==> config.mk <==
export PLATFORM = sky130hd
export DESIGN_NAME = sha256_unpadder_flat
export DESIGN_NICKNAME = d
export VERILOG_FILES = /design/src/rtl/sha256_unpadder_if.sv /design/src/rtl/sha256_unpadder.sv /design/src/flat_wrapper.sv
export SDC_FILE = /design/constraint.sdc
export NUM_CORES = 2
export LEC_CHECK = 0
export BUFFER_PORTS_ARGS = -buffer_cell sky130_fd_sc_hd__buf_2
export CAP_MARGIN = 0
export CORE_ASPECT_RATIO = 0.6
export CORE_MARGIN = 3
export CORE_UTILIZATION = 42
export CTS_CLUSTER_DIAMETER = 80
export CTS_CLUSTER_SIZE = 20
export DETAILED_ROUTE_END_ITERATION = 12
export PLACE_DENSITY = 0.7
export SLEW_MARGIN = 0
export SYNTH_ARGS = -nofsm -noshare
export SYNTH_HDL_FRONTEND = slang
export SYNTH_SLANG_ARGS = --single-unit
export TNS_END_PERCENT = 50
==> constraint.sdc <==
create_clock -name clk -period 10.84 [get_ports clk]
set_input_delay 1.084 -clock clk [delete_from_list [all_inputs] [get_ports clk]]
set_output_delay 1.084 -clock clk [all_outputs]
set_load 0.02 [all_outputs]
==> src/rtl/sha256_unpadder_if.sv <==
`timescale 1ns/1ps
// Stream bundle for sha256_unpadder: padded 512-bit blocks in (two beats each),
// recovered message beats out with padbytes/last/err.
interface sha256_unpadder_if #(
    parameter int DATA_W  = 256,
    parameter int BYTES_W = $clog2(DATA_W/8)+1
);
    logic               in_data_val;
    logic [DATA_W-1:0]  in_data;
    logic               in_data_last;
    logic               in_rdy;
    logic               out_data_val;
    logic [DATA_W-1:0]  out_data;
    logic [BYTES_W-1:0] out_data_padbytes;
    logic               out_data_last;
    logic               out_err;
    logic               out_rdy;

    modport slave (
        input  in_data_val, in_data, in_data_last, out_rdy,
        output in_rdy, out_data_val, out_data, out_data_padbytes, out_data_last, out_err
    );

    modport master (
        output in_data_val, in_data, in_data_last, out_rdy,
        input  in_rdy, out_data_val, out_data, out_data_padbytes, out_data_last, out_err
    );
endinterface

==> src/rtl/sha256_unpadder.sv <==
`timescale 1ns/1ps
// Strips SHA-256 padding from a stream of two-beat blocks, using the trailing
// 64-bit bit-length to decide how many held beats are message data.
module sha256_unpadder #(
    parameter int DATA_W  = 256,
    parameter int BYTES_W = $clog2(DATA_W/8)+1
) (
    input  logic             clk,
    input  logic             rst_n,
    sha256_unpadder_if.slave bus
);
    localparam int BEAT_B = DATA_W/8;
    localparam logic [BYTES_W-1:0] BEAT_B_W = BYTES_W'(BEAT_B);

    typedef enum logic [1:0] {ST_STREAM, ST_CALC, ST_DRAIN, ST_LASTZERO} state_t;

    state_t             state_q, state_d;
    logic [DATA_W-1:0]  fifo_q [3];
    logic [DATA_W-1:0]  fifo_d [3];
    logic [1:0]         rd_ptr_q, rd_ptr_d;
    logic [1:0]         h_q, h_d;
    logic [63:0]        n_q, n_d;
    logic [63:0]        len_q, len_d;
    logic [1:0]         r_q, r_d;
    logic               err_q, err_d;
    logic [BYTES_W-1:0] pad_q, pad_d;
    logic               rdy_en_q, rdy_en_d;

    logic [63:0]        msg_bytes, data_beats, emitted, r_raw;
    logic [65:0]        exp_beats;
    logic [1:0]         r_calc;
    logic               err_calc;
    logic [BYTES_W-1:0] tail_bytes, pad_calc;

    // Length-field decode; only meaningful while in ST_CALC.
    always_comb begin
        msg_bytes  = len_q >> 3;
        data_beats = (msg_bytes + 64'(BEAT_B - 1)) / 64'(BEAT_B);
        emitted    = n_q - {62'd0, h_q};
        exp_beats  = (({2'b00, len_q} + 66'd583) >> 9) << 1;
        r_raw      = (data_beats >= emitted) ? (data_beats - emitted) : 64'd0;
        r_calc     = (r_raw > {62'd0, h_q}) ? h_q : r_raw[1:0];
        err_calc   = (len_q[2:0] != 3'd0) | ({2'b00, n_q} != exp_beats)
                   | (data_beats < emitted) | (&n_q);
        tail_bytes = BYTES_W'(msg_bytes - ((data_beats - 64'd1) * 64'(BEAT_B)));
        pad_calc   = BEAT_B_W - tail_bytes;
    end

    logic               in_rdy_c, out_val_c, out_last_c, out_err_c;
    logic [DATA_W-1:0]  out_data_c, head, keep_mask;
    logic [BYTES_W-1:0] out_pad_c, keep_bytes;
    logic               accept, pop;
    logic [2:0]         wr_sum;
    logic [1:0]         wr_idx, rd_next;

    always_comb begin
        head = (rd_ptr_q == 2'd2) ? fifo_q[2] : (rd_ptr_q == 2'd1) ? fifo_q[1] : fifo_q[0];
        keep_bytes = BEAT_B_W - pad_q;
        for (int i = 0; i < BEAT_B; i++) begin
            keep_mask[DATA_W-1-8*i -: 8] = (BYTES_W'(i) < keep_bytes) ? 8'hFF : 8'h00;
        end

        in_rdy_c   = rdy_en_q & (state_q == ST_STREAM) & ((h_q != 2'd3) | bus.out_rdy);
        out_val_c  = 1'b0;
        out_data_c = '0;
        out_pad_c  = '0;
        out_last_c = 1'b0;
        out_err_c  = 1'b0;

        state_d  = state_q;
        fifo_d   = fifo_q;
        rd_ptr_d = rd_ptr_q;
        h_d      = h_q;
        n_d      = n_q;
        len_d    = len_q;
        r_d      = r_q;
        err_d    = err_q;
        pad_d    = pad_q;
        rdy_en_d = 1'b1;

        rd_next = (rd_ptr_q == 2'd2) ? 2'd0 : rd_ptr_q + 2'd1;
        wr_sum  = {1'b0, rd_ptr_q} + {1'b0, h_q};
        wr_idx  = (wr_sum >= 3'd3) ? 2'(wr_sum - 3'd3) : wr_sum[1:0];

        case (state_q)
            ST_STREAM: begin
                out_val_c  = (h_q == 2'd3);
                out_data_c = out_val_c ? head : '0;
            end
            ST_DRAIN: begin
                out_val_c  = 1'b1;
                out_last_c = (r_q == 2'd1);
                out_data_c = out_last_c ? (head & keep_mask) : head;
                out_pad_c  = out_last_c ? pad_q : '0;
                out_err_c  = out_last_c & err_q;
            end
            ST_LASTZERO: begin
                out_val_c  = 1'b1;
                out_pad_c  = BEAT_B_W;
                out_last_c = 1'b1;
                out_err_c  = err_q;
            end
            default: ;
        endcase

        accept = bus.in_data_val & in_rdy_c;
        pop    = out_val_c & bus.out_rdy;

        case (state_q)
            ST_STREAM: begin
                // A full buffer may pop and refill in the same cycle.
                if (pop) rd_ptr_d = rd_next;
                if (accept) begin
                    for (int i = 0; i < 3; i++) begin
                        if (2'(i) == wr_idx) fifo_d[i] = bus.in_data;
                    end
                    if (n_q != '1) n_d = n_q + 64'd1;
                    if (bus.in_data_last) begin
                        len_d   = bus.in_data[63:0];
                        state_d = ST_CALC;
                    end
                end
                h_d = h_q + {1'b0, accept} - {1'b0, pop};
            end
            ST_CALC: begin
                r_d     = r_calc;
                err_d   = err_calc;
                pad_d   = pad_calc;
                state_d = (r_calc == 2'd0) ? ST_LASTZERO : ST_DRAIN;
            end
            ST_DRAIN: begin
                if (pop) begin
                    if (r_q == 2'd1) begin
                        h_d      = 2'd0;
                        n_d      = 64'd0;
                        rd_ptr_d = 2'd0;
                        state_d  = ST_STREAM;
                    end else begin
                        rd_ptr_d = rd_next;
                        h_d      = h_q - 2'd1;
                        r_d      = r_q - 2'd1;
                    end
                end
            end
            ST_LASTZERO: begin
                if (pop) begin
                    h_d      = 2'd0;
                    n_d      = 64'd0;
                    rd_ptr_d = 2'd0;
                    state_d  = ST_STREAM;
                end
            end
            default: state_d = ST_STREAM;
        endcase
    end

    assign bus.in_rdy            = in_rdy_c;
    assign bus.out_data_val      = out_val_c;
    assign bus.out_data          = out_data_c;
    assign bus.out_data_padbytes = out_pad_c;
    assign bus.out_data_last     = out_last_c;
    assign bus.out_err           = out_err_c;

    always_ff @(posedge clk or negedge rst_n) begin
        if (!rst_n) begin
            state_q  <= ST_STREAM;
            for (int i = 0; i < 3; i++) fifo_q[i] <= '0;
            rd_ptr_q <= 2'd0;
            h_q      <= 2'd0;
            n_q      <= 64'd0;
            len_q    <= 64'd0;
            r_q      <= 2'd0;
            err_q    <= 1'b0;
            pad_q    <= '0;
            rdy_en_q <= 1'b0;
        end else begin
            state_q  <= state_d;
            fifo_q   <= fifo_d;
            rd_ptr_q <= rd_ptr_d;
            h_q      <= h_d;
            n_q      <= n_d;
            len_q    <= len_d;
            r_q      <= r_d;
            err_q    <= err_d;
            pad_q    <= pad_d;
            rdy_en_q <= rdy_en_d;
        end
    end
endmodule

==> src/flat_wrapper.sv <==
// flat-port wrapper written by rule: the top's interface ports become plain ports
module sha256_unpadder_flat 
#(
    parameter int DATA_W  = 256,
    parameter int BYTES_W = $clog2(DATA_W/8)+1
)
  (clk, rst_n, bus_in_data_val, bus_in_data, bus_in_data_last, bus_out_rdy, bus_in_rdy, bus_out_data_val, bus_out_data, bus_out_data_padbytes, bus_out_data_last, bus_out_err);
  sha256_unpadder_if #(.DATA_W(DATA_W), .BYTES_W(BYTES_W)) bus_i ();
  input  logic clk;
  input  logic rst_n;
  input wire logic [$bits(bus_i.in_data_val)-1:0] bus_in_data_val;
  input wire logic [$bits(bus_i.in_data)-1:0] bus_in_data;
  input wire logic [$bits(bus_i.in_data_last)-1:0] bus_in_data_last;
  input wire logic [$bits(bus_i.out_rdy)-1:0] bus_out_rdy;
  output wire logic [$bits(bus_i.in_rdy)-1:0] bus_in_rdy;
  output wire logic [$bits(bus_i.out_data_val)-1:0] bus_out_data_val;
  output wire logic [$bits(bus_i.out_data)-1:0] bus_out_data;
  output wire logic [$bits(bus_i.out_data_padbytes)-1:0] bus_out_data_padbytes;
  output wire logic [$bits(bus_i.out_data_last)-1:0] bus_out_data_last;
  output wire logic [$bits(bus_i.out_err)-1:0] bus_out_err;
  assign bus_i.in_data_val = bus_in_data_val;
  assign bus_i.in_data = bus_in_data;
  assign bus_i.in_data_last = bus_in_data_last;
  assign bus_i.out_rdy = bus_out_rdy;
  assign bus_in_rdy = bus_i.in_rdy;
  assign bus_out_data_val = bus_i.out_data_val;
  assign bus_out_data = bus_i.out_data;
  assign bus_out_data_padbytes = bus_i.out_data_padbytes;
  assign bus_out_data_last = bus_i.out_data_last;
  assign bus_out_err = bus_i.out_err;
  sha256_unpadder #(.DATA_W(DATA_W), .BYTES_W(BYTES_W)) u_core (.clk(clk), .rst_n(rst_n), .bus(bus_i));
endmodule
* Word-level counts from Yosys, hierarchy flattened
Index checks and enable logic that the tools add are counted.
** Word-level totals
- Register bits :: 912
- Bits of input ports :: 261
- Output and inout bits :: 266
** Cells by class
- Add/sub/neg operators :: 16
- Order comparisons :: 36
- Eq/ne operators :: 20
- Multiplexer cells :: 69
- Bitwise logic cells :: 10
- Reduce and logical (&&, ||, !) cells :: 17
** Operators by type and width (number)
- two-way mux 256 bit :: 4
- one-hot mux 256 bit (2 select lines) :: 1
- two-way mux 64 bit :: 6
- AND 256 bit :: 1
- two-way mux 8 bit :: 32
- one-hot mux 64 bit (3 select lines) :: 1
- less-than comparator 5 x 6 -> 1 bit, first input constant :: 16
- adder 64 x 10 -> 65 bit, second input constant :: 1
- adder 64 x 1 -> 64 bit, second input constant :: 1
- >= comparator 57 x 64 -> 1 bit :: 1
- greater-than comparator 64 x 2 -> 1 bit :: 1
- less-than comparator 57 x 64 -> 1 bit :: 1
- != test 64 x 58 -> 1 bit :: 1
- != test 64 bit, second input constant :: 1
- AND reduction 64 bit :: 1
- subtractor 57 x 64 -> 64 bit :: 1
- subtractor 64 x 2 -> 64 bit :: 1
- adder 61 x 5 -> 62 bit, second input constant :: 1
- less-than comparator 4 x 6 -> 1 bit, first input constant :: 8
- two-way mux 2 bit :: 15
- less-than comparator 3 x 6 -> 1 bit, first input constant :: 4
- AND reduction 3 bit :: 6
- less-than comparator 1 x 6 -> 1 bit, first input constant :: 2
- less-than comparator 2 x 6 -> 1 bit, first input constant :: 2
- other kinds (32) :: 59

* Longest topological paths before layout
- Depth after elaboration :: 8
- Mapped depth :: 35

* Worst setup path after synthesis
OpenSTA, ideal clock, no wires.
- Path type :: reg2reg
- From :: register u_core.h_q[0]
- To :: register u_core.r_q[1]
- Arrival :: 7.783 ns
- Setup slack :: 2.988 ns
- Cell stages (with the launch flop) :: 32
- Buffers on the path :: 1
- Cell sequence :: dfrtp_1 ha_1 inv_1 fa_1 nor3_1 nand3b_1 nor2_1 nand2_1 or4b_2 xor2_1 ha_1 clkbuf_1 nand3_1 and2_1 o21ai_0 a2111oi_0 nand4_1 a31oi_1 a2111oi_4 and2_4 ha_1 a21oi_1 a21oi_1 a2111oi_0 o2111ai_1 or4_1 nor4_1 o2111ai_1 nor4_1 nand4_1 or3_1 nand3_1
** On the way
- Cells in the longest elaborated chain, start to end :: 6
- Elaborated cells between the ends (all ways) :: 12
- Those cells by class :: add/sub: 2; order compare: 2; eq/ne: 2; mux: 4; bitwise: 1; reduce/logical: 1
** RTL lines
- start, declared :: RTL line sha256_unpadder.sv:21 : logic [1:0] h_q, h_d;
- start signal, assigned :: RTL line sha256_unpadder.sv:169 : h_q <= 2'd0;
- start signal, assigned :: RTL line sha256_unpadder.sv:180 : h_q <= h_d;
- subtractor 64 x 2 -> 64 bit :: RTL line sha256_unpadder.sv:39 : emitted = n_q - {62'd0, h_q};
- subtractor 57 x 64 -> 64 bit / >= comparator 57 x 64 -> 1 bit (equally long branches) :: RTL line sha256_unpadder.sv:41 : r_raw = (data_beats >= emitted) ? (data_beats - emitted) : 64'd0;
- two-way mux 64 bit :: RTL line sha256_unpadder.sv:41
- greater-than comparator 64 x 2 -> 1 bit :: RTL line sha256_unpadder.sv:42 : r_calc = (r_raw > {62'd0, h_q}) ? h_q : r_raw[1:0];
- two-way mux 2 bit :: RTL line sha256_unpadder.sv:42
- one-hot mux 2 bit (2 select lines) :: RTL line sha256_unpadder.sv:109 : case (state_q)
- end signal, assigned :: RTL line sha256_unpadder.sv:183 : r_q <= r_d;
- end, declared :: RTL line sha256_unpadder.sv:24 : logic [1:0] r_q, r_d;
Parallel ways exist; a longest one is shown, timed or not.
A chain may end at the register's enable or synchronous reset.

* Final worst setup path
- From :: register u_core.h_q[0]
- To :: register u_core.r_q[0]
The elaborated chain is that of the path after synthesis.

==> run metrics <==
status=complete, no violations; relative slew slack=~15%; Worst-Margin Slew=1.260 ns; CTS buffer count=55; Max Fclk=about 100 MHz; Total GRT Usage=approximately a quarter; Final GP Congestion=1.039; root buffer cell=clkbuf_16; Crit Path Max Fanout=9; largest buffer count on any clock path=3; Clock Skew=0.03928 ns; Fillers=11340; min cycle time layout=9.655 ns; CTS tree=done; most frequent cell after synthesis=dfrtp_1; Layout area overhead=10.43%; MaxCap Viol Count=0; Final period util=around nine tenths; antenna violations before repair=25; CTS resizes=0; die area=129700 um2; Routed Antenna Nets=0; Chip Height=280.2 um; Remaining DRCs=0; dominant cells by area after synthesis=dfrtp_1 (43%), mux2_2 (18%), a211oi_1 (7.4%); H-tree depth=2; Synth async-reset ratio=100.0%; Synth top area share=43.36%; Final Hold Fails=0; dominant cell type by area after synthesis=dfrtp_1; Iter 0 DRT Violations=3957; Final HPWL DP=124600 um; layout cell share with drive strength beyond 1=29.86%; reg2reg setup slack=1.19 ns; Startpoint Class=flip-flop; Core ar.=123000 um2; Avg Cell Area, Syn=between 10 and 15 um2; Setup crit end kind=flip-flop; Unique masters post-synth=82; num ports=approximately 530; final setup violation count=0; Mapped Nets=around 5200; WL final=168200 um; Seq/Total Area, Yosys=43.36%; Critical-path top delay cell=a2111oi_1; Setup CP Type=flip-flop to flip-flop; Syn Inst Count=between 4000 and 5000; Port Buffers=526; RSZ-0062 raised after global routing=false; global route overflow=0; detailed-router iteration count before antenna repair=5; max layer used=met5; # Post-CTS Setup Buffers=0; Synth warnings=0; Main synth FF type=dfrtp_1; Routed met1 length=79030 um; EDFF count, synth=0; die width=~460 um; Netlist Area Pre-Place=52640 um2; Yosys reg bits=912; Wirelength per Cell=24.53 um; metal2 WL=69900 um; leading cell types by count after synthesis=dfrtp_1 (912), mux2_2 (839), a211oi_1 (521); first-pass GRT wire length=around 250000 um; most frequent CP cell=ha_1; largest stage delay on the critical path=1.00 ns; clock sink count=around 910; Via density=5.977; clock slew at reported path FFs=0.10 ns; met3 wire length=between 15000 and 20000 um; Worst Path Arrival=10.24 ns; maximum number of pins on one net before global-route repair=186; Setup TNS=0 ns; nets=around 5500; Initial Util=42.79%; critical path required time=11.42 ns; fin. max-slew vios=0; Hold Buf Count CTS=0; type of the tightest min-delay check=input port to asynchronous set/reset pin; num rows=99; total number of vias=40970; clk_lat worst skew=approximately 0.67 ns; vias in the first global route=39040
==> cell type report <==
type | instances | area, um2 | share of cell area [%]
clock inverters | 9 | 115.1 | 0.1980
clock buffers | 57 | 1384 | 2.381
diodes | 15 | 37.54 | 0.06458
multi-input cells | 3552 | 28240 | 48.58
well taps | 1666 | 2085 | 3.586
repair buffers | 594 | 3253 | 5.597
flip-flops and latches | 912 | 22830 | 39.28
inverters | 50 | 187.7 | 0.3229
==> per-layer routing <==
metal	vias up	GRT usage (%)
li1	18450	-
met1	20900	37.43
met2	1423	35.83
met3	188	6.770
met4	14	5.752
met5	-	0
==> per-stage QoR <==
step           util, %  setup slack, ns  instance area, um2  hold WS (ns)  instances
2_1_floorplan        -            2.988               52640        0.4800       4897
3_3_place_gp     46.01            1.675               56590        0.4877       6774
3_5_place_dp     46.01            1.488               56590        0.4943       6774
4_1_cts          47.23            1.441               58090        0.4842       6840
5_1_grt          47.24           0.6989               58110        0.5210       6847
6_report         47.26            1.185               58130        0.4641       6855
==> critical path: cells and delay by family, from the launching register on <==
family          cells  cell delay [ns]
fa+ha+maj           4             1.35
xor+xnor            1             0.17
buf+inv             2             0.26
flops               1             0.57
simple gates       14             4.01
compound gates     10             3.20
==> kinds of logic after synthesis <==
logic type	count (synthesis)	synth area share, %
AOI/OAI and AO/OA	901	11.99
and+or+nand+nor	1179	11.80
muxes	1112	23.14
adders and majority gates	76	1.849
other	1	0.007124
DFF	912	43.36
buffers and inverters	433	3.142
xor gates and xnor gates	283	4.709
==> cell usage in the layout, fill, tap and decap left out, types with 14 or more instances in the layout <==
master	n
and3_1	38
mux2i_1	273
o21a_1	21
nand2_1	208
nor4_1	40
o21ai_0	84
diode_2	15
nor3_1	81
and2_1	16
xor2_1	134
a21oi_1	120
ha_1	73
o211ai_1	18
nor2b_1	273
buf_4	60
nand4_1	72
buf_2	525
or3_1	25
a31oi_1	14
nand2b_1	18
mux2_2	839
nor2_1	222
inv_1	50
a21o_1	17
nand3_1	107
clkbuf_16	55
dfrtp_1	910
xnor2_1	149
a211oi_1	521
==> path summary, 6_finish.rpt <==
kind	start	to	cells past startpoint
worst max-delay path	u_core.h_q[0]	u_core.r_q[0]	31
worst min-delay path	rst_n	u_core.fifo_q[559]	1
worst max register to register	u_core.h_q[0]	u_core.r_q[0]	31
worst min register to register	u_core.fifo_q[11]	u_core.fifo_q[11]	1
max in group asynchronous	rst_n	u_core.fifo_q[422]	3
min in group clk	u_core.fifo_q[11]	u_core.fifo_q[11]	1
==> sequential cells by signal (all words and copies together), names as in the netlist <==
signal / cells
u_core.fifo_q: 768
u_core.len_q: 64
u_core.n_q: 64
u_core.pad_q: 6
u_core.h_q: 2
u_core.r_q: 2
u_core.rd_ptr_q: 2
u_core.state_q: 2
u_core.err_q: 1
u_core.rdy_en_q: 1
Power is left out: the tool's default activity adds up to more than one toggle a clock period on the data nets, which glitch-free logic cannot reach.
